==> config.mk <==
export PLATFORM = sky130hd
export DESIGN_NAME = wfg_wb_master
export DESIGN_NICKNAME = d
export VERILOG_FILES = /design/src/rtl/wfg_wb_master_pkg.sv /design/src/rtl/wfg_wb_master.sv
export SDC_FILE = /design/constraint.sdc
export NUM_CORES = 1
export LEC_CHECK = 0
export ABC_AREA = 1
export CORE_MARGIN = 2
export CORE_UTILIZATION = 38
export DETAILED_ROUTE_END_ITERATION = 10
export PLACE_DENSITY = 0.77
export SLEW_MARGIN = 20
export SYNTH_ARGS = -nofsm -noshare
export SYNTH_HDL_FRONTEND = slang
export SYNTH_SLANG_ARGS = --single-unit
export TNS_END_PERCENT = 10
==> constraint.sdc <==
create_clock -name wb_clk_i -period 4.1 [get_ports wb_clk_i]
set_clock_uncertainty 0.15 [all_clocks]
set_input_delay 0.82 -clock wb_clk_i [delete_from_list [all_inputs] [get_ports wb_clk_i]]
set_output_delay 0.82 -clock wb_clk_i [all_outputs]
set_load 0.02 [all_outputs]
==> src/rtl/wfg_wb_master_pkg.sv <==
// Shared types for the waveform-generator Wishbone initiator.
// Holds the initiator FSM state encoding and the default ack timeout.
package wfg_wb_master_pkg;

    typedef enum logic [1:0] {
        IDLE = 2'd0,
        BUS  = 2'd1,
        RESP = 2'd2
    } state_t;

    localparam int DEFAULT_TIMEOUT = 255;

endpackage

==> src/rtl/wfg_wb_master.sv <==
// Single-outstanding Wishbone classic initiator: one bus cycle per command,
// one response (read data + timeout error flag) per bus cycle.
// Ports: cmd_* valid/ready command stream in, rsp_* valid/ready response
// stream out, wbm_* Wishbone master bus, busy_o = not IDLE.
module wfg_wb_master
    import wfg_wb_master_pkg::*;
#(
    parameter int BUSW    = 32,
    parameter int TIMEOUT = DEFAULT_TIMEOUT
) (
    input  logic              wb_clk_i,
    input  logic              wb_rst_i,
    input  logic              cmd_valid_i,
    output logic              cmd_ready_o,
    input  logic              cmd_we_i,
    input  logic [BUSW-1:0]   cmd_adr_i,
    input  logic [BUSW-1:0]   cmd_dat_i,
    input  logic [BUSW/8-1:0] cmd_sel_i,
    output logic              rsp_valid_o,
    input  logic              rsp_ready_i,
    output logic [BUSW-1:0]   rsp_dat_o,
    output logic              rsp_err_o,
    output logic              wbm_cyc_o,
    output logic              wbm_stb_o,
    output logic              wbm_we_o,
    output logic [BUSW/8-1:0] wbm_sel_o,
    output logic [BUSW-1:0]   wbm_adr_o,
    output logic [BUSW-1:0]   wbm_dat_o,
    input  logic              wbm_ack_i,
    input  logic [BUSW-1:0]   wbm_dat_i,
    output logic              busy_o
);

    localparam int TOW = $clog2(TIMEOUT + 1);
    localparam logic [TOW-1:0] LAST = TOW'(TIMEOUT - 1);

    state_t            state_q;
    logic [TOW-1:0]    cnt_q;
    logic [TOW-1:0]    cnt_d;
    logic              cyc_q;
    logic              we_q;
    logic [BUSW/8-1:0] sel_q;
    logic [BUSW-1:0]   adr_q;
    logic [BUSW-1:0]   dat_q;
    logic              rsp_valid_q;
    logic [BUSW-1:0]   rsp_dat_q;
    logic              rsp_err_q;

    assign cnt_d = cnt_q + 1'b1;

    always_ff @(posedge wb_clk_i or posedge wb_rst_i) begin
        if (wb_rst_i) begin
            state_q     <= IDLE;
            cnt_q       <= '0;
            cyc_q       <= 1'b0;
            we_q        <= 1'b0;
            sel_q       <= '0;
            adr_q       <= '0;
            dat_q       <= '0;
            rsp_valid_q <= 1'b0;
            rsp_dat_q   <= '0;
            rsp_err_q   <= 1'b0;
        end else begin
            case (state_q)
                IDLE: begin
                    if (cmd_valid_i) begin
                        we_q    <= cmd_we_i;
                        adr_q   <= cmd_adr_i;
                        dat_q   <= cmd_dat_i;
                        sel_q   <= cmd_sel_i;
                        cyc_q   <= 1'b1;
                        cnt_q   <= '0;
                        state_q <= BUS;
                    end
                end
                BUS: begin
                    // Ack takes priority over a timeout in the same cycle.
                    if (wbm_ack_i) begin
                        cyc_q       <= 1'b0;
                        rsp_dat_q   <= we_q ? '0 : wbm_dat_i;
                        rsp_err_q   <= 1'b0;
                        rsp_valid_q <= 1'b1;
                        state_q     <= RESP;
                    end else if (cnt_q == LAST) begin
                        cyc_q       <= 1'b0;
                        rsp_dat_q   <= '0;
                        rsp_err_q   <= 1'b1;
                        rsp_valid_q <= 1'b1;
                        state_q     <= RESP;
                    end else begin
                        cnt_q <= cnt_d;
                    end
                end
                RESP: begin
                    if (rsp_ready_i) begin
                        rsp_valid_q <= 1'b0;
                        state_q     <= IDLE;
                    end
                end
                default: state_q <= IDLE;
            endcase
        end
    end

    assign cmd_ready_o = (state_q == IDLE);
    assign busy_o      = (state_q != IDLE);
    assign wbm_cyc_o   = cyc_q;
    assign wbm_stb_o   = cyc_q;
    assign wbm_we_o    = we_q;
    assign wbm_sel_o   = sel_q;
    assign wbm_adr_o   = adr_q;
    assign wbm_dat_o   = dat_q;
    assign rsp_valid_o = rsp_valid_q;
    assign rsp_dat_o   = rsp_dat_q;
    assign rsp_err_o   = rsp_err_q;

endmodule

Yosys cells after proc, flatten, opt, wreduce, memory -nomap -nowiden --
Index checks and enable logic that the tools add are counted.
Word-level totals: input bits 106, logic and storage cells 51, output and inout bits 107, register bits 114
Cells by class: add/sub/neg operators 1, mux-type cells 21, eq/ne operators 8, reduce and logical (&&, ||, !) cells 11
Operator list (count):
- two-way mux 32 bit | 3
- two-way mux 8 bit | 3
- one-hot mux 8 bit (2 select lines) | 1
- AND reduction 3 bit | 3
- adder 8 x 1 -> 8 bit (second input constant) | 1
- equality test 8 bit (second input constant) | 1
- two-way mux 2 bit | 4
- inequality test 2 bit (second input constant) | 4
- nonzero test 2 bit | 4
- two-way mux 1 bit | 7
- one-hot mux 2 bit (3 select lines) | 1
- one-hot mux 1 bit (2 select lines) | 2
- AND reduction 2 bit | 2
- AND reduction 4 bit | 1
- inequality test 3 bit (second input constant) | 1
- equality test 2 x 1 -> 1 bit (second input constant) | 1
- equality test 2 bit (second input constant) | 1
- zero test 2 bit | 1

Logic depth before layout (Yosys ltp) --
Gate-level depths: netlist of the first run.
depth after elaboration 4, mapped depth 10, depth with buffers taken out 9

Least setup slack after synthesis of the first run --
OpenSTA, ideal clock, no wires.
kind register -> output, start register state_q[0], end output port busy_o, stages on the path, launching flop included 3, path slack 2.319 ns, path buffers 0, data arrival time 0.811 ns, cells stage by stage dfrtp_1 -> nor2_4 -> inv_1
Between the ends: word-level cells in the longest chain between the ends 1
Ends and longest elaborated chain:
- start, declared | RTL line wfg_wb_master.sv:37 | state_t state_q;
- start signal, assigned | RTL line wfg_wb_master.sv:53 | state_q <= IDLE;
- start signal, assigned | RTL line wfg_wb_master.sv:73 | state_q <= BUS;
- start signal, assigned | RTL line wfg_wb_master.sv:83 | state_q <= RESP;
- nonzero test 2 bit | RTL line wfg_wb_master.sv:106 | assign busy_o = (state_q != IDLE);
- end, declared | RTL line wfg_wb_master.sv:31 | output logic busy_o
No other way between the ends.

Worst setup path after layout of the first run --
start register state_q[0], end output port cmd_ready_o
Between the ends: word-level cells in the longest chain between the ends 1
Ends and longest elaborated chain:
- zero test 2 bit | RTL line wfg_wb_master.sv:105 | assign cmd_ready_o = (state_q == IDLE);
- end, declared | RTL line wfg_wb_master.sv:14 | output logic cmd_ready_o,
No other way between the ends.

==> impl_summary.log, run 1 <==
[metrics] status: complete, no violations
[metrics] final HPWL from detailed placement: 8.69 mm
[metrics] remaining global-route overflow: 0
[metrics] leakage component of the power: 3.61 nW
[metrics] vias per inst: 4.66
[metrics] syn nets: 638
[metrics] Layout Nets: 847
[metrics] biggest cell delay along the critical path: 0.63 ns
[metrics] post-route fraction of the period consumed by the critical path: 0.648
[metrics] P per Cell Area: 827 nW/um^2
[metrics] CTS H-Tree Depth: 4
[metrics] flops & latches, synth: 114
[metrics] Reg clk slew, reported paths: 0.05 ns
[metrics] largest fanout of any net on the critical path: 4
[metrics] most used flip-flop cell after synthesis: sky130_fd_sc_hd__dfrtp_1
[metrics] kind of start point of the critical path: flip-flop
[metrics] 1st-pass router iterations: 4
[metrics] number of cells on the worst reg-to-reg path: 5
[metrics] total standard cell area after synthesis: 4670 um^2
[metrics] drc violations: 0
[metrics] most frequent cells in the layout: sky130_fd_sc_hd__nand2_1, sky130_fd_sc_hd__clkdlybuf4s50_1, sky130_fd_sc_hd__dfrtp_1, sky130_fd_sc_hd__nand3_1, sky130_fd_sc_hd__clkbuf_16
[metrics] largest net degree at the start of global routing: 75
[metrics] share of flip-flops with an asynchronous set or reset after synthesis: 1.00
[metrics] cell at the root of the clock tree: sky130_fd_sc_hd__clkbuf_16
[metrics] number of CTS-inserted buffers: 17
[metrics] global router's overall resource usage: 0.200
[metrics] launching point of the worst reg2reg path: state_q[0]$_DFFE_PP0P_
[metrics] element type at the critical path end: output port
[metrics] peak supply drop: 0.341 mV
[metrics] post-detailed-routing wire length: 12.6 mm
[metrics] unrepaired setup endpoints after global routing: no
[metrics] count of distinct cell types in the synthesized netlist: 23
[metrics] FP Rows: 40
[metrics] cell at the slowest stage of the critical path: sky130_fd_sc_hd__clkdlybuf4s50_1
[metrics] total number of vias: 4184
[metrics] wire length of the first global-routing pass: 20.5 mm
[metrics] category of cells accounting for the largest share of critical-path delay: buffers and inverters
[metrics] initial core utilization: 0.389
[metrics] Final Setup Violations: 0
[metrics] CORE AREA: 12000 um^2
[metrics] antenna violations before repair: 0
[metrics] worst-case headroom to the max-slew limit: 0.290
[metrics] slack of the worst reg-to-reg path: 2.10 ns
[metrics] worst-margin pin slew: 1.06 ns
[metrics] final count of pins violating max slew: 0
[metrics] portion of the post-synthesis area used by sequential elements: 0.611
[metrics] num ports: 213
[metrics] Worst Hold Endpoint: rsp_dat_o[4]$_DFFE_PP0P_
[metrics] clk buf depth: 2
[metrics] Avg Cell Area, Syn: 8.81 um^2
[metrics] post-synthesis to final-layout area growth: 58.4%
[metrics] cell count after synthesis: 530
[metrics] number of antenna repair diodes: 0
[metrics] via count of the first global-routing pass: 4283
[metrics] input/output buffers: 212
[metrics] detailed router's first-iteration violation count: 388
[metrics] Hold Startpoint: rsp_dat_o[4]$_DFFE_PP0P_
[metrics] number of cells upsized or downsized after cts: 0
[metrics] post-route cell area: 7390 um^2
[metrics] number of clock sinks seen by CTS: 114
[metrics] Min-Delay Path Class: reg2reg
[metrics] number of synthesized flops with an enable pin: 0
[metrics] residual antenna-violating net count after detailed routing: 0
[metrics] critical setup path kind: reg2out
[metrics] Crit. Startpoint: state_q[0]$_DFFE_PP0P_
[metrics] highest clock frequency the design can meet: 377 MHz
[metrics] buffers and inverters on the worst path: 1
[metrics] max_cap viols: 0
[metrics] hold path depth: 2
[metrics] RD Place Congestion: 0.821
[metrics] detail-routed net length per standard cell: 14.1 um
[metrics] TritonCTS clock tree: yes
[metrics] clock period minus final worst setup slack: 2.66 ns
[metrics] setup total negative slack: 0 ns
[metrics] final number of hold-violating endpoints: 0
[metrics] number of setup buffers added after CTS: 0
[metrics] fraction of post-synthesis cell area in the top cell type by area: 0.611
[metrics] most frequent standard cell in the layout excluding fill and tap cells: sky130_fd_sc_hd__nand2_1
[metrics] critical path, cell by cell: nor2_4, clkdlybuf4s50_1
[metrics] reg-to-reg endpoint: wbm_dat_o[8]$_DFFE_PP0P_
[metrics] height of the die: 115 um
[metrics] Skew-Pair Late Insertion Delay: 0.40 ns
[metrics] count of warnings emitted by yosys: 0
[metrics] share of final-layout standard cells stronger than drive strength 1: 0.0679
[metrics] Die ar.: 13200 um^2
[metrics] cell taking the most area after synthesis: sky130_fd_sc_hd__dfrtp_1
[metrics] top area cells in the synthesized netlist: sky130_fd_sc_hd__dfrtp_1, sky130_fd_sc_hd__nand2_1, sky130_fd_sc_hd__nand3_1
[metrics] arrival time of data at the critical path endpoint: 1.69 ns
[metrics] Horiz. Die Dim: 115 um
[metrics] post-place instance area: 6840 um^2
[metrics] hold buffers post-CTS: 0
[metrics] worst endpoint required time: 3.13 ns
## layer usage
layer  vias to the layer above  global-route usage  part of all wire
met5                         -                   0                 0
met4                         0              0.0747             0.018
met3                        19              0.0875             0.091
met2                       167               0.325              0.48
met1                      1964               0.235              0.41
li1                       2034                   -                 -
## cells by family after synthesis
| family | share of synthesized area |
|---|---|
| and+or+nand+nor | 0.326 |
| AOI/OAI and AO/OA | 0.00697 |
| DFF | 0.611 |
| xor gates and xnor gates | 0.00188 |
| buffers and inverters | 0.0485 |
| adders and majority gates | 0.00536 |
## synthesized netlist by cell type (2+ instances only)
cell and count:
sky130_fd_sc_hd__buf_2 14, sky130_fd_sc_hd__buf_4 4, sky130_fd_sc_hd__buf_6 6, sky130_fd_sc_hd__dfrtp_1 114, sky130_fd_sc_hd__ha_1 2, sky130_fd_sc_hd__inv_1 11
sky130_fd_sc_hd__inv_2 2, sky130_fd_sc_hd__nand2_1 304, sky130_fd_sc_hd__nand2_2 7, sky130_fd_sc_hd__nand2_4 3, sky130_fd_sc_hd__nand3_1 36, sky130_fd_sc_hd__nand3_4 2
sky130_fd_sc_hd__nor2_1 10, sky130_fd_sc_hd__nor2_4 3, sky130_fd_sc_hd__nor3_1 2, sky130_fd_sc_hd__o21ai_1 3
## worst reg2reg max path, delay by kind of cell (launching register included)
kind / cells / cell delay, ns
buffers and inverters: 1 / 0.74
and+or+nand+nor: 4 / 0.59
DFF: 1 / 0.45
## state kept, by name (all words and copies together), names as in the netlist
register / flops
rsp_err_o: 1
wbm_sel_o: 4
wbm_adr_o: 32
cnt_q: 8
state_q: 2
wbm_dat_o: 32
wbm_cyc_o: 1
rsp_valid_o: 1
rsp_dat_o: 32
wbm_we_o: 1
## final cells by class
class	count	area, um^2
Tap cell	147	184
Fill cell	1034	4620
Inverter	14	57.6
Sequential cell	114	2850
Timing Repair Buffer	215	2160
Clock inverter	11	115
Clock buffer	20	437
Multi-Input combinational cell	377	1590
## stage by stage
step | hold slack, ns | power [W] | utilization | setup slack, ns | std cells
2_1_floorplan | 0.342 | 0.00343 | - | 0.114 | 530
3_3_place_gp | 0.302 | 0.00470 | 0.570 | 1.42 | 867
3_5_place_dp | 0.307 | 0.00477 | 0.570 | 1.39 | 867
4_1_cts | 0.321 | 0.00619 | 0.616 | 1.40 | 898
5_1_grt | 0.348 | 0.00651 | 0.616 | 1.36 | 898
6_report | 0.321 | 0.00611 | 0.616 | 1.44 | 898
## power by group
part	internal, W	switching, W
Combinational	0.00123	0.00156
Sequential	0.00164	0.000315
Clock	0.000882	0.000486
## worst max-delay path by stage
stage,end,depth (start not counted)
final,cmd_ready_o,2
after global routing,cmd_ready_o,2
after CTS,cmd_ready_o,2
after detailed placement,cnt_q[0]$_DFFE_PP0P_,7
after global placement,cnt_q[6]$_DFFE_PP0P_,7
after floorplan,cnt_q[0]$_DFFE_PP0P_,1
Power figures use the tool's default switching activity.
==> inputs of run 2 (changes only) <==
- CORE_UTILIZATION: 38 -> 42
- PLACE_DENSITY: 0.77 -> 0.81
- clock period: 4.1 -> 2.51 ns (I/O delays scaled with it)
==> impl_summary.log, run 2 (same netlist as run 1, synthesis figures left out) <==
[metrics] CORE AREA: 10800 um^2 (-9.7%)
[metrics] unrepaired setup endpoints after global routing: no
[metrics] post-synthesis to final-layout area growth: 59.7%
[metrics] FP Rows: 38 (-5.0%)
[metrics] number of antenna repair diodes: 0 (unchanged)
[metrics] Die ar.: 12000 um^2 (-9.2%)
[metrics] largest net degree at the start of global routing: 113 (+51%)
[metrics] initial core utilization: 0.431 (+0.0420)
[metrics] wire length of the first global-routing pass: 20.7 mm (+1.0%)
[metrics] most frequent cells in the layout: sky130_fd_sc_hd__nand2_1, sky130_fd_sc_hd__clkdlybuf4s50_1, sky130_fd_sc_hd__dfrtp_1, sky130_fd_sc_hd__nand3_1, sky130_fd_sc_hd__clkbuf_16
[metrics] max_cap viols: 0 (unchanged)
[metrics] cell at the root of the clock tree: sky130_fd_sc_hd__clkbuf_8
[metrics] total number of vias: 4307 (+2.9%)
[metrics] height of the die: 109 um (-4.7%)
[metrics] setup total negative slack: 0 ns (unchanged)
[metrics] antenna violations before repair: 0 (unchanged)
[metrics] num ports: 213 (unchanged)
[metrics] final number of hold-violating endpoints: 0 (unchanged)
[metrics] most frequent standard cell in the layout excluding fill and tap cells: sky130_fd_sc_hd__nand2_1
[metrics] final HPWL from detailed placement: 8.95 mm (+3.0%)
[metrics] post-detailed-routing wire length: 13.2 mm (+4.5%)
[metrics] net switching power of the design: 0.00393 W (+67%)
[metrics] global router's overall resource usage: 0.226 (+0.0264)
[metrics] clock period minus final worst setup slack: 2.41 ns
[metrics] number of setup buffers added after CTS: 0 (unchanged)
[metrics] biggest cell delay along the critical path: 0.53 ns (-0.10 ns)
[metrics] clk buf depth: 2 (unchanged)
[metrics] number of cells on the worst reg-to-reg path: 6 (+1)
[metrics] residual antenna-violating net count after detailed routing: 0 (unchanged)
[metrics] 1st-pass router iterations: 5 (+1)
[metrics] detail-routed net length per standard cell: 14.8 um (+4.9%)
[metrics] critical setup path kind: reg2out
[metrics] Horiz. Die Dim: 109 um (-4.7%)
[metrics] worst endpoint required time: 1.86 ns (-1.27 ns)
[metrics] overall power after layout: 0.0101 W (+66%)
[metrics] total area of sequential cells: 2850 um^2 (unchanged)
[metrics] P per Cell Area: 1360 nW/um^2 (+64%)
[metrics] share of final-layout standard cells stronger than drive strength 1: 0.0729 (+0.00503)
[metrics] kind of start point of the critical path: flip-flop
[metrics] final count of pins violating max slew: 0 (unchanged)
[metrics] via count of the first global-routing pass: 4383 (+2.3%)
[metrics] Reg clk slew, reported paths: 0.06 ns (about the same)
[metrics] Layout Nets: 849 (+0.24%)
[metrics] drc violations: 0 (unchanged)
[metrics] Fillers: 812 (-21%)
[metrics] Sw Share: 0.388 (+0.00265)
[metrics] number of clock sinks seen by CTS: 114 (unchanged)
[metrics] detailed router's first-iteration violation count: 289 (-26%)
[metrics] Skew-Pair Late Insertion Delay: 0.51 ns (+0.11 ns)
[metrics] worst-margin pin slew: 0.621 ns (-0.444 ns)
[metrics] arrival time of data at the critical path endpoint: 1.76 ns (+0.07 ns)
[metrics] leakage component of the power: 3.65 nW (+0.92%)
[metrics] launching point of the worst reg2reg path: state_q[1]$_DFFE_PP0P_
[metrics] status: complete, no violations
[metrics] cell at the slowest stage of the critical path: sky130_fd_sc_hd__clkdlybuf4s50_1
[metrics] reg-to-reg endpoint: rsp_dat_o[11]$_DFFE_PP0P_
[metrics] Crit. Startpoint: state_q[0]$_DFFE_PP0P_
[metrics] P_int: 0.00619 W (+65%)
[metrics] worst-case headroom to the max-slew limit: 0.586 (+0.296)
[metrics] post-route met1 wirelength: 5.15 mm (about the same)
[metrics] relative contribution of sequential cells to total power: 0.315 (-0.005)
[metrics] TritonCTS clock tree: yes
[metrics] utilization after layout: 0.688 (+0.0723)
[metrics] peak supply drop: 0.656 mV (+92%)
[metrics] Met2 Routed Length: 6.50 mm (+6.3%)
[metrics] post-route fraction of the period consumed by the critical path: 0.960
[metrics] vias per inst: 4.82 (+3.4%)
[metrics] RD Place Congestion: 0.778 (-5.3%)
[metrics] input/output buffers: 212 (unchanged)
[metrics] remaining global-route overflow: 0 (unchanged)
[metrics] Min-Delay Path Class: in2async
[metrics] number of CTS-inserted buffers: 17 (unchanged)
[metrics] element type at the critical path end: output port
[metrics] CTS H-Tree Depth: 4 (unchanged)
[metrics] DR WL met3: 1.18 mm (+2.3%)
[metrics] slack of the worst reg-to-reg path: 0.73 ns (-1.37 ns)
[metrics] Comb pwr share: 0.458 (+0.002)
[metrics] Final Setup Violations: 0 (unchanged)
[metrics] total area of multi-input combinational cells: 1590 um^2 (unchanged)
[metrics] largest fanout of any net on the critical path: 4 (unchanged)
[metrics] highest clock frequency the design can meet: 415 MHz
[metrics] power share of the clock group: 0.228 (+0.004)
[metrics] critical path, cell by cell: nor2_4, inv_1, clkdlybuf4s50_1
[metrics] highest routing layer actually used: met4
-- run 2: cell types whose count changed in the layout (fill, tap and decap cells not counted), moves of 2 or more --
cell,previous run,this run
sky130_fd_sc_hd__clkinv_4,0,3
sky130_fd_sc_hd__clkbuf_8,0,3
sky130_fd_sc_hd__clkinv_2,5,1
sky130_fd_sc_hd__buf_12,1,3
-- run 2: per-stage QoR --
| step | setup slack [ns] | instances | hold slack, ns | instance area (um^2) |
|---|---|---|---|---|
| after floorplan | 0.473 | 530 | 0.342 | 4670 |
| after global placement | 0.518 | 862 | 0.303 | 6880 |
| after detailed placement | 0.474 | 862 | 0.309 | 6880 |
| after CTS | 0.0102 | 894 | 0.0480 | 7450 |
| after global routing | 0.0209 | 894 | 0.0680 | 7460 |
| final | 0.0999 | 894 | 0.0687 | 7460 |
-- run 2: how the worst max path moves through the flow --
stage	endpoint	slack [ns]	depth (start not counted)
floorplan	cnt_q[0]$_DFFE_PP0P_	0.47	1
global placement	rsp_dat_o[21]$_DFFE_PP0P_	0.52	6
detailed placement	rsp_dat_o[21]$_DFFE_PP0P_	0.47	6
CTS	cmd_ready_o	0.01	2
global route	busy_o	0.02	3
finish	busy_o	0.1	3
-- run 2: worst max-delay path: cells and delay by family (launching register included) --
kind,cells,cell delay [ns]
AND/OR/NAND/NOR,1,0.21
buffers and inverters,2,0.58
flip-flops,1,0.45
-- run 2: what timing repair did --
item | CTS | global route
gates resized for setup | 0 | 1
setup endpoints to repair | 0 | 1
hold buffers | 0 | 0
-- run 2: area by class of cell --
class | instances | share of cell area
multi-input cells | 377 | 0.213
inverters | 14 | 0.00789
clock buffers | 21 | 0.0602
repair buffers | 217 | 0.295
clock inverters | 11 | 0.0174
well taps | 140 | 0.0235
flip-flops and latches | 114 | 0.383
-- run 2: metal layers --
metal | up-vias | global-route usage
li1 | 2055 | -
met1 | 2045 | 0.253
met2 | 179 | 0.377
met3 | 28 | 0.0854
met4 | 0 | 0.113
met5 | - | 0
-- run 2: power groups by stage --
stage | Sequential [W] | Clock (W) | Combinational [W]
detailed placement | 0.00319 | 0 | 0.00466
global placement | 0.00315 | 0 | 0.00455
global route | 0.00328 | 0.00245 | 0.00501
floorplan | 0.00415 | 0 | 0.00146
CTS | 0.00319 | 0.00235 | 0.00469
finish | 0.00318 | 0.00231 | 0.00463
==> inputs of run 3 (changes only) <==
- CORE_UTILIZATION: 42 -> 43
- CTS_BUF_LIST: not set -> sky130_fd_sc_hd__clkbuf_2
- GPL_TIMING_DRIVEN: not set -> 0
- HOLD_SLACK_MARGIN: not set -> 0.12
- PLACE_DENSITY: 0.81 -> 0.83
==> impl_summary.log, run 3 (same netlist as run 1, synthesis figures left out) <==
[metrics] status: complete, no violations
[metrics] worst endpoint required time: 1.86 ns (about the same)
[metrics] final count of pins violating max slew: 0 (unchanged)
[metrics] 1st-pass router iterations: 6 (+1)
[metrics] element type at the critical path end: output port
[metrics] wire length of the first global-routing pass: 21.4 mm (+3.5%)
[metrics] post-detailed-routing wire length: 13.3 mm (+0.98%)
[metrics] remaining global-route overflow: 0 (unchanged)
[metrics] num ports: 213 (unchanged)
[metrics] buffers and inverters on the worst path: 1 (-1)
[metrics] cell at the slowest stage of the critical path: sky130_fd_sc_hd__clkdlybuf4s50_1
[metrics] power share of the clock group: 0.165 (-0.063)
[metrics] clk buf depth: 2 (unchanged)
[metrics] detailed router's first-iteration violation count: 276 (-4.5%)
[metrics] P_int: 0.00566 W (-8.7%)
[metrics] input/output buffers: 212 (unchanged)
[metrics] via count of the first global-routing pass: 4565 (+4.2%)
[metrics] kind of start point of the critical path: flip-flop
[metrics] post-route fraction of the period consumed by the critical path: 0.937 (-0.0231)
[metrics] RD Place Congestion: 0.789 (+1.5%)
[metrics] overall power after layout: 0.00951 W (-6.0%)
[metrics] TritonCTS clock tree: yes
[metrics] drc violations: 0 (unchanged)
[metrics] slack of the worst reg-to-reg path: 0.85 ns (+0.12 ns)
[metrics] vias per inst: 4.74 (-1.6%)
[metrics] critical setup path kind: reg2out
[metrics] leakage component of the power: 3.67 nW (+0.55%)
[metrics] largest fanout of any net on the critical path: 2 (-2)
[metrics] relative contribution of sequential cells to total power: 0.332 (+0.017)
[metrics] initial core utilization: 0.436 (+0.00574)
[metrics] final HPWL from detailed placement: 10.1 mm (+13%)
[metrics] CTS H-Tree Depth: 4 (unchanged)
[metrics] Comb pwr share: 0.502 (+0.044)
[metrics] Layout Nets: 873 (+2.8%)
[metrics] worst path setup slack after routing: 0.158 ns (+0.0580 ns)
[metrics] total number of vias: 4350 (+1.0%)
[metrics] Horiz. Die Dim: 108 um (-1.1%)
[metrics] share of final-layout standard cells stronger than drive strength 1: 0.100 (+0.0273)
[metrics] clock period minus final worst setup slack: 2.35 ns (-0.0580 ns)
[metrics] detail-routed net length per standard cell: 14.5 um (-1.7%)
[metrics] category of cells accounting for the largest share of critical-path delay: buffers and inverters
[metrics] worst-case headroom to the max-slew limit: 0.667 (+0.0805)
[metrics] pre-CTS setup slack: 0.388 ns (-0.0856 ns)
[metrics] highest clock frequency the design can meet: 425 MHz (+2.5%)
[metrics] residual antenna-violating net count after detailed routing: 0 (unchanged)
[metrics] Min-Delay Path Class: in2reg
[metrics] critical path, cell by cell: clkdlybuf4s50_1
[metrics] largest net degree at the start of global routing: 35 (-69%)
[metrics] max_cap viols: 0 (unchanged)
[metrics] CORE AREA: 10700 um^2 (-1.3%)
[metrics] biggest cell delay along the critical path: 0.66 ns (+0.13 ns)
[metrics] Final Setup Violations: 0 (unchanged)
[metrics] antenna violations before repair: 0 (unchanged)
[metrics] height of the die: 108 um (-1.1%)
[metrics] net switching power of the design: 0.00386 W (-1.9%)
[metrics] peak supply drop: 0.651 mV (-0.63%)
[metrics] final number of hold-violating endpoints: 0 (unchanged)
[metrics] Fillers: 851 (+4.8%)
[metrics] number of clock sinks seen by CTS: 114 (unchanged)
[metrics] most frequent standard cell in the layout excluding fill and tap cells: sky130_fd_sc_hd__nand2_1
[metrics] number of CTS-inserted buffers: 17 (unchanged)
[metrics] number of antenna repair diodes: 0 (unchanged)
[metrics] FP Rows: 38 (unchanged)
[metrics] Reg clk slew, reported paths: 0.18 ns (+0.12 ns)
[metrics] Skew-Pair Late Insertion Delay: 0.64 ns (+0.13 ns)
[metrics] cell at the root of the clock tree: sky130_fd_sc_hd__clkbuf_2
[metrics] Sw Share: 0.405 (+0.0171)
[metrics] P per Cell Area: 1290 nW/um^2 (-4.9%)
[metrics] post-synthesis to final-layout area growth: 57.9%
[metrics] worst-margin pin slew: 0.499 ns (-0.122 ns)
[metrics] most frequent cells in the layout: sky130_fd_sc_hd__nand2_1, sky130_fd_sc_hd__clkdlybuf4s50_1, sky130_fd_sc_hd__dfrtp_1, sky130_fd_sc_hd__nand3_1, sky130_fd_sc_hd__clkbuf_2
[metrics] global router's overall resource usage: 0.238 (+0.0118)
[metrics] unrepaired setup endpoints after global routing: no
[metrics] Die ar.: 11700 um^2 (-2.2%)
[metrics] arrival time of data at the critical path endpoint: 1.70 ns (-0.06 ns)
[run 3: cell types whose count changed in the layout (fill, tap and decap cells not counted), sizes merged]
cell and delta:
buf +22, bufinv +4, clkdlybuf4s50 -3, clkbuf -2
dlygate4sd2 +2, dlygate4sd3 +1, dlymetal6s2s +1, inv -1
[run 3: area by class of cell]
| cell class | count | area (um^2) | area share |
|---|---|---|---|
| sequential | 114 | 2850 | 0.387 |
| timing repair buffer | 216 | 2190 | 0.298 |
| multi-input combinational | 377 | 1590 | 0.216 |
| clock inverter | 14 | 236 | 0.0321 |
| tap | 140 | 175 | 0.0238 |
| buffer | 25 | 171 | 0.0233 |
| clock buffer | 18 | 90.1 | 0.0122 |
| inverter | 14 | 58.8 | 0.00798 |
[run 3: path summary, 6_finish.rpt]
path | start | to | depth (start not counted)
max | wbm_adr_o[7]$_DFFE_PP0P_ | wbm_adr_o[7] | 1
min | cmd_sel_i[1] | wbm_sel_o[1]$_DFFE_PP0P_ | 3
max reg2reg | cnt_q[0]$_DFFE_PP0P_ | rsp_dat_o[16]$_DFFE_PP0P_ | 10
min in group asynchronous | wb_rst_i | rsp_dat_o[25]$_DFFE_PP0P_ | 3
min reg2reg | rsp_dat_o[23]$_DFFE_PP0P_ | rsp_dat_o[23]$_DFFE_PP0P_ | 2
max in group asynchronous | wb_rst_i | wbm_dat_o[26]$_DFFE_PP0P_ | 5
[run 3: power by group through the flow]
| stage | Sequential [W] | Combinational, W | Clock (W) |
|---|---|---|---|
| 2_1_floorplan | 0.00415 | 0.00146 | 0 |
| 3_3_place_gp | 0.00316 | 0.00468 | 0 |
| 3_5_place_dp | 0.00319 | 0.00482 | 0 |
| 4_1_cts | 0.00316 | 0.00482 | 0.00161 |
| 5_1_grt | 0.00326 | 0.00516 | 0.00171 |
| 6_report | 0.00316 | 0.00478 | 0.00157 |
[run 3: routing by layer]
layer,routed length (um),track usage,vias up
met2,6570,0.398,192
li1,-,-,2092
met1,5090,0.262,2043
met3,1380,0.107,23
met4,306,0.103,0
met5,0,0,-
[run 3: per-stage QoR]
step | instance area, um^2 | utilization | TNS, ns | hold slack, ns | std cells
after floorplan | 4670 | - | 0 | 0.342 | 530
after global placement | 6970 | 0.651 | -63.37 | 0.304 | 882
after detailed placement | 7030 | 0.657 | 0 | 0.309 | 885
after CTS | 7360 | 0.688 | 0 | 0.150 | 918
after global routing | 7370 | 0.689 | 0 | 0.126 | 918
final | 7370 | 0.689 | 0 | 0.221 | 918
[run 3: what timing repair did]
| item | CTS | global route |
|---|---|---|
| buffers inserted | 0 | 0 |
| hold buffers | 1 | 0 |
| endpoints found under the hold margin | 19 | 0 |
| setup endpoints to repair | 2 | 2 |
| gates resized for setup | 3 | 2 |
